[config.mk]
export PLATFORM = sky130hd
export DESIGN_NAME = bht
export DESIGN_NICKNAME = d
export VERILOG_FILES = /design/src/rtl/cotm32_pkg.sv /design/src/rtl/bht_ctr.sv /design/src/rtl/bht.sv
export SDC_FILE = /design/constraint.sdc
export NUM_CORES = 1
export LEC_CHECK = 0
export ABC_AREA = 0
export CELL_PAD_IN_SITES_DETAIL_PLACEMENT = 0
export CELL_PAD_IN_SITES_GLOBAL_PLACEMENT = 1
export CORE_MARGIN = 2
export CORE_UTILIZATION = 44
export DETAILED_ROUTE_END_ITERATION = 10
export PLACE_DENSITY_LB_ADDON = 0.1
export SYNTH_ARGS = -nofsm -noshare
export SYNTH_HDL_FRONTEND = slang
export SYNTH_SLANG_ARGS = --single-unit
[constraint.sdc]
create_clock -name i_clk -period 6.2 [get_ports i_clk]
set_input_delay 0.62 -clock i_clk [delete_from_list [all_inputs] [get_ports i_clk]]
set_output_delay 0.62 -clock i_clk [all_outputs]
set_load 0.005 [all_outputs]
[src/rtl/cotm32_pkg.sv]
// rtl/cotm32_pkg.sv - shared core types: XLEN and branch-history counter state/transition.
package cotm32_pkg;

   localparam int XLEN = 32;

   typedef enum logic [1:0] {
      SNT = 2'b00,
      WNT = 2'b01,
      WT  = 2'b10,
      ST  = 2'b11
   } bht_state_t;

   // Saturating step toward the resolved direction.
   function automatic bht_state_t bht_next(input bht_state_t s, input logic take);
      bht_state_t n;
      n = s;
      if (take && (s != ST)) begin
         n = bht_state_t'(s + 2'd1);
      end else if (!take && (s != SNT)) begin
         n = bht_state_t'(s - 2'd1);
      end
      return n;
   endfunction

endpackage

[src/rtl/bht_ctr.sv]
// rtl/bht_ctr.sv - one 2-bit saturating direction counter of the branch history table.
module bht_ctr
   import cotm32_pkg::*;
#(
   parameter bht_state_t INIT_STATE = WNT
) (
   input  logic       i_clk,
   input  logic       i_rst,
   input  logic       i_en,
   input  logic       i_take,
   output bht_state_t o_state
);

   always_ff @(posedge i_clk or posedge i_rst) begin
      if (i_rst) begin
         o_state <= INIT_STATE;
      end else if (i_en) begin
         o_state <= bht_next(o_state, i_take);
      end
   end

endmodule

[src/rtl/bht.sv]
// rtl/bht.sv - branch history table: PC-indexed 2-bit predictor with write-first bypass,
// registered prediction, mispredict flag and branch/mispredict event counters.
module bht
   import cotm32_pkg::*;
#(
   parameter int         ENTRIES    = 64,
   parameter bht_state_t INIT_STATE = WNT,
   parameter int         CNT_W      = 32
) (
   input  logic             i_clk,
   input  logic             i_rst,
   input  logic             i_lookup_valid,
   input  logic [XLEN-1:0]  i_lookup_pc,
   input  logic             i_flush,
   output logic             o_pred_valid,
   output logic             o_pred_taken,
   input  logic             i_upd_valid,
   input  logic [XLEN-1:0]  i_upd_pc,
   input  logic             i_upd_take,
   input  logic             i_upd_pred,
   output logic             o_mispredict,
   output logic [CNT_W-1:0] o_branch_count,
   output logic [CNT_W-1:0] o_mispredict_count
);

   localparam int IDX_W = $clog2(ENTRIES);

   logic [IDX_W-1:0] lk_idx;
   logic [IDX_W-1:0] upd_idx;
   bht_state_t       ctr_state [ENTRIES];
   bht_state_t       lk_raw;
   bht_state_t       lk_state;
   logic             lk_fire;
   logic             unused_pc_bits;

   // Untagged table: low two PC bits and everything above the index simply alias.
   assign lk_idx  = i_lookup_pc[IDX_W+1:2];
   assign upd_idx = i_upd_pc[IDX_W+1:2];
   assign unused_pc_bits = ^{i_lookup_pc[XLEN-1:IDX_W+2], i_lookup_pc[1:0],
                             i_upd_pc[XLEN-1:IDX_W+2], i_upd_pc[1:0]};

   for (genvar g = 0; g < ENTRIES; g++) begin : g_ctr
      bht_ctr #(
         .INIT_STATE(INIT_STATE)
      ) u_ctr (
         .i_clk   (i_clk),
         .i_rst   (i_rst),
         .i_en    (i_upd_valid && (upd_idx == IDX_W'(g))),
         .i_take  (i_upd_take),
         .o_state (ctr_state[g])
      );
   end

   // Same-index update in this cycle: predict from the value being written.
   assign lk_raw   = ctr_state[lk_idx];
   assign lk_state = (i_upd_valid && (upd_idx == lk_idx)) ? bht_next(lk_raw, i_upd_take) : lk_raw;
   assign lk_fire  = i_lookup_valid && !i_flush;

   always_ff @(posedge i_clk or posedge i_rst) begin
      if (i_rst) begin
         o_pred_valid <= 1'b0;
         o_pred_taken <= 1'b0;
      end else begin
         o_pred_valid <= lk_fire;
         if (lk_fire) begin
            o_pred_taken <= lk_state[1];
         end
      end
   end

   assign o_mispredict = i_upd_valid && (i_upd_take != i_upd_pred);

   always_ff @(posedge i_clk or posedge i_rst) begin
      if (i_rst) begin
         o_branch_count     <= '0;
         o_mispredict_count <= '0;
      end else if (i_upd_valid) begin
         o_branch_count <= o_branch_count + CNT_W'(1);
         if (o_mispredict) begin
            o_mispredict_count <= o_mispredict_count + CNT_W'(1);
         end
      end
   end

endmodule

# Yosys cells after proc, flatten, opt, wreduce, memory -nomap -nowiden
# Index checks and enable logic that the tools add are counted.
# op_classes
order_cmp,1
n_reduce_logical,394
muxes,134
bitwise,1
addsub,132
eq_ne,130
# op_table
cell,n
$mux W2,133
$reduce_bool A2 Y1,129
$logic_and A1 B1 Y1,197
$eq A6 B6 Y1 const B,32
$add A2 B1 Y2 const B,65
$ne A2 B2 Y1 const B,65
$reduce_and A2 Y1,65
$sub A2 B1 Y2 const B,65
$eq A6 B5 Y1 const B,16
$add A32 B1 Y32 const B,2
$eq A6 B4 Y1 const B,8
$eq A6 B3 Y1 const B,4
$bmux W2 S6,1
$eq A6 B2 Y1 const B,2
$ge A7 B7 Y1 const B,1
$not A6 Y7,1
$eq A6 B1 Y1 const B,1
$eq A6 B6 Y1,1
$logic_not A6 Y1,1
$logic_not A1 Y1,2
$ne A1 B1 Y1,1
# totals
out_inout_bits,67
in_bits,71
ff_bits,194
word_cells,860

# Logic depth before layout (Yosys ltp)
# logic_depth
word_depth,9
depth_mapped,13
mapped_depth_nobuf,10

# By module
# From an unflattened synthesis, not the netlist that was laid out.
# hier_totals
hier_cells,1201
hier_area_um2,12059.1
# by_module_without_submodules
module,area_each_um2,cells_per_inst,n_inst,seq_area_each_um2
bht_ctr,117.6,12,64,51.3
bht,4531.8,433,1,1651.6

# Worst setup path after synthesis
# Ideal clock, no wire load.
# synth_path
path_type,input-to-reg
start,input i_lookup_pc[2]
end,register o_pred_taken
arrival_time_ns,2.852
path_stages,11
setup_ns,0.140
path_buffers,2
t_required_ns,6.060
slack_ns,3.208
path_cell_list,buf_2 -> buf_4 -> mux4_2 -> mux4_2 -> mux2i_1 -> o21a_1 -> ha_1 -> nor2_1 -> a21oi_1 -> o22ai_1 -> o221ai_1
# synth_via
elab_chain_cells,9
word_cells_on_any_way,15
classes_between,2 x add/sub; 2 x eq/ne; 6 x mux; 1 x bitwise; 4 x reduce/logical
# synth_rtl
item,line,rtl
from (decl),bht.sv:13,"input logic [XLEN-1:0] i_lookup_pc,"
"parallel branches: the longest is 8 deep, another holds $sub A2 B1 Y2",n/a,
$mux W2 (*),bht.sv:56,"assign lk_state = (i_upd_valid && (upd_idx == lk_idx)) ? bht_next(lk_raw, i_upd_take) : lk_raw;"
to (signal assigned),bht.sv:66,o_pred_taken <= lk_state[1];
to (decl),bht.sv:16,"output logic o_pred_taken,"
# Mark *: on every way between the ends. The select of a mux whose other input is x is not followed.
# A chain may end at the register's enable or synchronous reset.

# Worst setup path in the final report
# layout_path
start,input i_lookup_pc[3]
end,register o_pred_taken
# The elaborated chain is that of the path after synthesis.

==> results.md <==
Worst setup path:
- The worst setup path is of the in2reg kind.
- The worst setup path is launched from a primary input.
- The largest fanout of any net on the critical path is 32.
- The endpoint required time on the critical path is between 6 and 7 ns.
- At the worst endpoint, the arrival time is roughly 3.8 ns.
- The most critical setup path has its startpoint at i_lookup_pc[3].
- The startpoint identified for the worst register-to-register timing path is g_ctr[54].u_ctr.o_state[0].
- The worst setup path is captured at a register.

GRT:
- The number of global-route vias before repair is 7968.
- The sum of overflow across all layers after global routing is 0.
- Entering global routing, the biggest net connects 150 pins.
- The first global-routing pass estimated approximately 44 mm of wire.
- The overall track demand over capacity in global routing is 0.209.
- The initial antenna violation count was 0.

STA:
- The final critical-path share of the clock period is 0.568.
- Setup violations remaining at the end of the flow were counted as 0.
- Derived from the worst setup path, the maximum achievable clock frequency is about 280 MHz.
- Setup repair after global routing left no endpoint under its margin.
- For the pin with the worst max-slew slack, the measured transition is 1.04 ns.
- The final setup TNS is 0 ns.
- The number of pins exceeding their max-slew limit in the final report was 0.
- Between clock sinks in the finished design, the worst skew comes to around 0.015 ns.
- The worst path in the final design needs a cycle of roughly 3.5 ns, including I/O delays and setup.
- The worst hold slack is between 0.4 and 0.5 ns.
- The number of hold-slack violations in the final timing report was 0.
- The worst max-slew margin expressed relative to the limit is 0.308.

Route:
- For this block, the via count after detailed routing is around 8500.
- The detailed router finished its first iteration with 544 violations.
- The mean routed wirelength per cell is 17.4 um.
- The pre-antenna-repair detailed-routing pass consisted of 5 iterations.
- The final wirelength is 26.4 mm.
- Dividing the detail-routed via count by the number of cells gives between 5 and 6.
- The count of antenna-violating nets left after detailed routing is 0.
- For this run, design rule violations remaining after detail routing come to 0.

Min path:
- The path type of the worst min-delay path is reg2reg.
- In this run the most critical hold path is launched from o_branch_count[31].

Clock network:
- The H-tree was split into 4 levels.
- The longest clock path from root to sink contains 2 buffers.
- In this run, post-CTS repair resized a total of 0 instances.
- Clock latency on the worst-skew pair, taken at its later pin, is 0.44 ns.
- The number of buffers inserted during clock tree synthesis is 17.
- The clock net in this run drives a total of 194 sinks.
- After clock tree synthesis, the setup repair step added 0 buffers.
- The clock-pin slew on the worst setup and hold paths is roughly 0.08 ns.
- After clock tree synthesis, the flow added hold-fix buffers numbering 0.
- The library cell used as clock root buffer is clkbuf_16.
- The CTS tree is yes.

Cells and area:
- From synthesis to final layout, the design area changed by 14.6%.
- In the final layout, the share of cells above drive strength 1 is 0.167.
- The layout has between 2000 and 2500 filler cells.
- The cell area after layout is 12700 um^2.
- Summing all flip-flop and latch instances after layout gives roughly 4900 um^2.
- The post-layout net count is roughly 1300.
- The combined area of the multi-input logic cells is approximately 5700 um^2.
- 0 antenna diodes ended up in the layout.
- Leaving out filler cells and counting taps, the final layout contains approximately 1500.

Floorplan:
- The initial core utilization is 0.452.
- In this run the core area contains 57 standard-cell rows.
- The die outline height is about 160 um.
- The area of the core is ~24000 um^2.
- The die covers roughly 26000 um^2.
- between 100 and 150 I/O pins were placed.
- The die width is around 160 um.

Placement:
- The cell total after placement is about 1500.
- The final HPWL from detailed placement is 17.6 mm.
- The count of input and output buffers is 85.
- The placed instances occupy a cell area of 12100 um^2.
- At the end of routability-driven placement, the weighted congestion stood at 0.781.

Yosys:
- For this run, the register share of the synthesized area comes to 0.447.
- The flip-flop cell with the highest count after synthesis is dfrtp_1.
- The area of the mapped netlist is about 11000 um^2.
- Yosys mapped a number of flops with a built-in enable equal to 0.
- Yosys mapped the design onto 58 distinct sky130hd cell types.
- After synthesis, the share of flip-flops with an asynchronous set or reset is 1.00.
- The number of cells produced by synthesis is roughly 1100.
- A synthesized cell averages roughly 10 um^2.
- The total of flip-flops plus latches after synthesis is between 150 and 200.
- The Yosys step of the flow raised 0 warnings.
- When the netlist entered floorplanning its net count stood at ~1200.

Power and ir drop:
- The analysis attributes to net switching a power of 0.839 mW.
- The cell-internal power is approximately 2.1 mW.
- The sequential cell fraction of total power is 0.481.
- The highest ir drop seen on vdd is approximately 160 uV.
- The static leakage is 4.98 nW.
- Of the total power, combinational logic draws 0.138.
- The cell area power density is between 200 and 250 nW/um^2.
- Of the total power, the share spent switching nets is 0.281.
- After layout, the design draws a total of approximately 3 mW.
- The part of the power in the clock network is 0.380.

Run status:
- The flow ran to the end, and the final reports show no timing, DRC or antenna violations.

Job:
- The tool flagged a number of max-cap violations equal to 0.
-- per-layer routing --
layer  wire length [um]  vias to the layer above  GRT usage
met1              12700                     4190      0.299
met5                  0                        -          0
met4                228                        0     0.0398
met3                918                       12     0.0341
li1                   -                     4193          -
met2              12600                      142      0.341
-- kinds of logic after synthesis --
group / synth area share
AO/OA/AOI/OAI: 0.170
multiplexers: 0.100
flip-flops: 0.447
XOR/XNOR: 0.0547
adder cells (fa/ha/maj): 0.00453
buffers and inverters: 0.0359
AND/OR/NAND/NOR: 0.187
-- power groups by stage --
stage / Clock, mW / Sequential [mW] / Combinational, mW
2_1_floorplan: 0 / 1.44 / 0.257
3_3_place_gp: 0 / 1.46 / 0.412
3_5_place_dp: 0 / 1.46 / 0.417
4_1_cts: 1.16 / 1.44 / 0.418
5_1_grt: 1.22 / 1.45 / 0.460
6_report: 1.13 / 1.44 / 0.413
-- cell usage after synthesis (23+ instances only) --
| library cell | instances | area [um^2] |
|---|---|---|
| mux2i_1 | 28 | 280 |
| inv_1 | 30 | 113 |
| xnor2_1 | 48 | 420 |
| o221a_2 | 26 | 293 |
| dfstp_2 | 64 | 1680 |
| nand3_1 | 23 | 115 |
| o21a_1 | 27 | 203 |
| nand2_1 | 104 | 390 |
| or2_2 | 31 | 194 |
| or3_1 | 30 | 188 |
| dfrtp_1 | 130 | 3250 |
| nor2_1 | 108 | 405 |
| o21ai_0 | 102 | 510 |
| a21oi_1 | 100 | 500 |
| clkbuf_1 | 49 | 184 |
| mux4_2 | 26 | 586 |
-- registers in the layout, indices dropped and copies added (netlist names) --
register and flops:
o_pred_taken 1, o_mispredict_count 32, o_pred_valid 1, o_branch_count 32
g_ctr.u_ctr.o_state 128
-- cells in the final DEF (no fill, tap or decap), types with 20 or more instances in the layout --
cell,count
and3_1,22
o21ai_0,102
nand3_1,23
and2_1,20
nor2_1,108
a21oi_1,100
nand2_1,104
xor2_1,21
o221a_2,26
dfrtp_1,130
dfstp_2,64
xnor2_1,48
or3_1,30
clkdlybuf4s50_1,82
mux4_2,26
mux2i_1,28
inv_1,29
or2_2,31
o21a_1,27
-- through the flow --
| stage | setup slack (ns) | util |
|---|---|---|
| after floorplan | 0.402 | - |
| after global routing | 2.49 | 0.517 |
| after global placement | 2.23 | 0.493 |
| after CTS | 2.71 | 0.517 |
| after detailed placement | 2.25 | 0.493 |
| final | 2.68 | 0.517 |
-- critical path, cell delays in order --
cell,delay (ns)
buf_2,0.72
mux4_1,0.71
mux4_2,0.51
mux2_4,0.31
nand2_2,0.08
o21a_1,0.12
ha_1,0.25
nor2_1,0.11
a21oi_1,0.07
o22ai_1,0.16
o221ai_1,0.13
-- path summary, 6_finish.rpt --
path / endpoint / slack, ns / depth (start not counted)
hold / removal: o_branch_count[31] / 0.48 / 1
setup / recovery: o_pred_taken / 2.68 / 11
setup reg to reg: o_pred_taken / 3.35 / 10
min in group asynchronous: o_branch_count[2] / 0.73 / 2
max in group asynchronous: g_ctr[8].u_ctr.o_state[1] / 4.28 / 3
hold reg to reg: o_branch_count[31] / 0.48 / 1
-- final cells by class --
type / instances / share of cell area
Multi-Input combinational cell: 844 / 0.451
Sequential cell: 194 / 0.390
Timing Repair Buffer: 91 / 0.0701
Clock buffer: 18 / 0.0339
Tap cell: 324 / 0.0320
Clock inverter: 14 / 0.0131
Inverter: 30 / 0.00949
(Power assumes the default switching activity.)
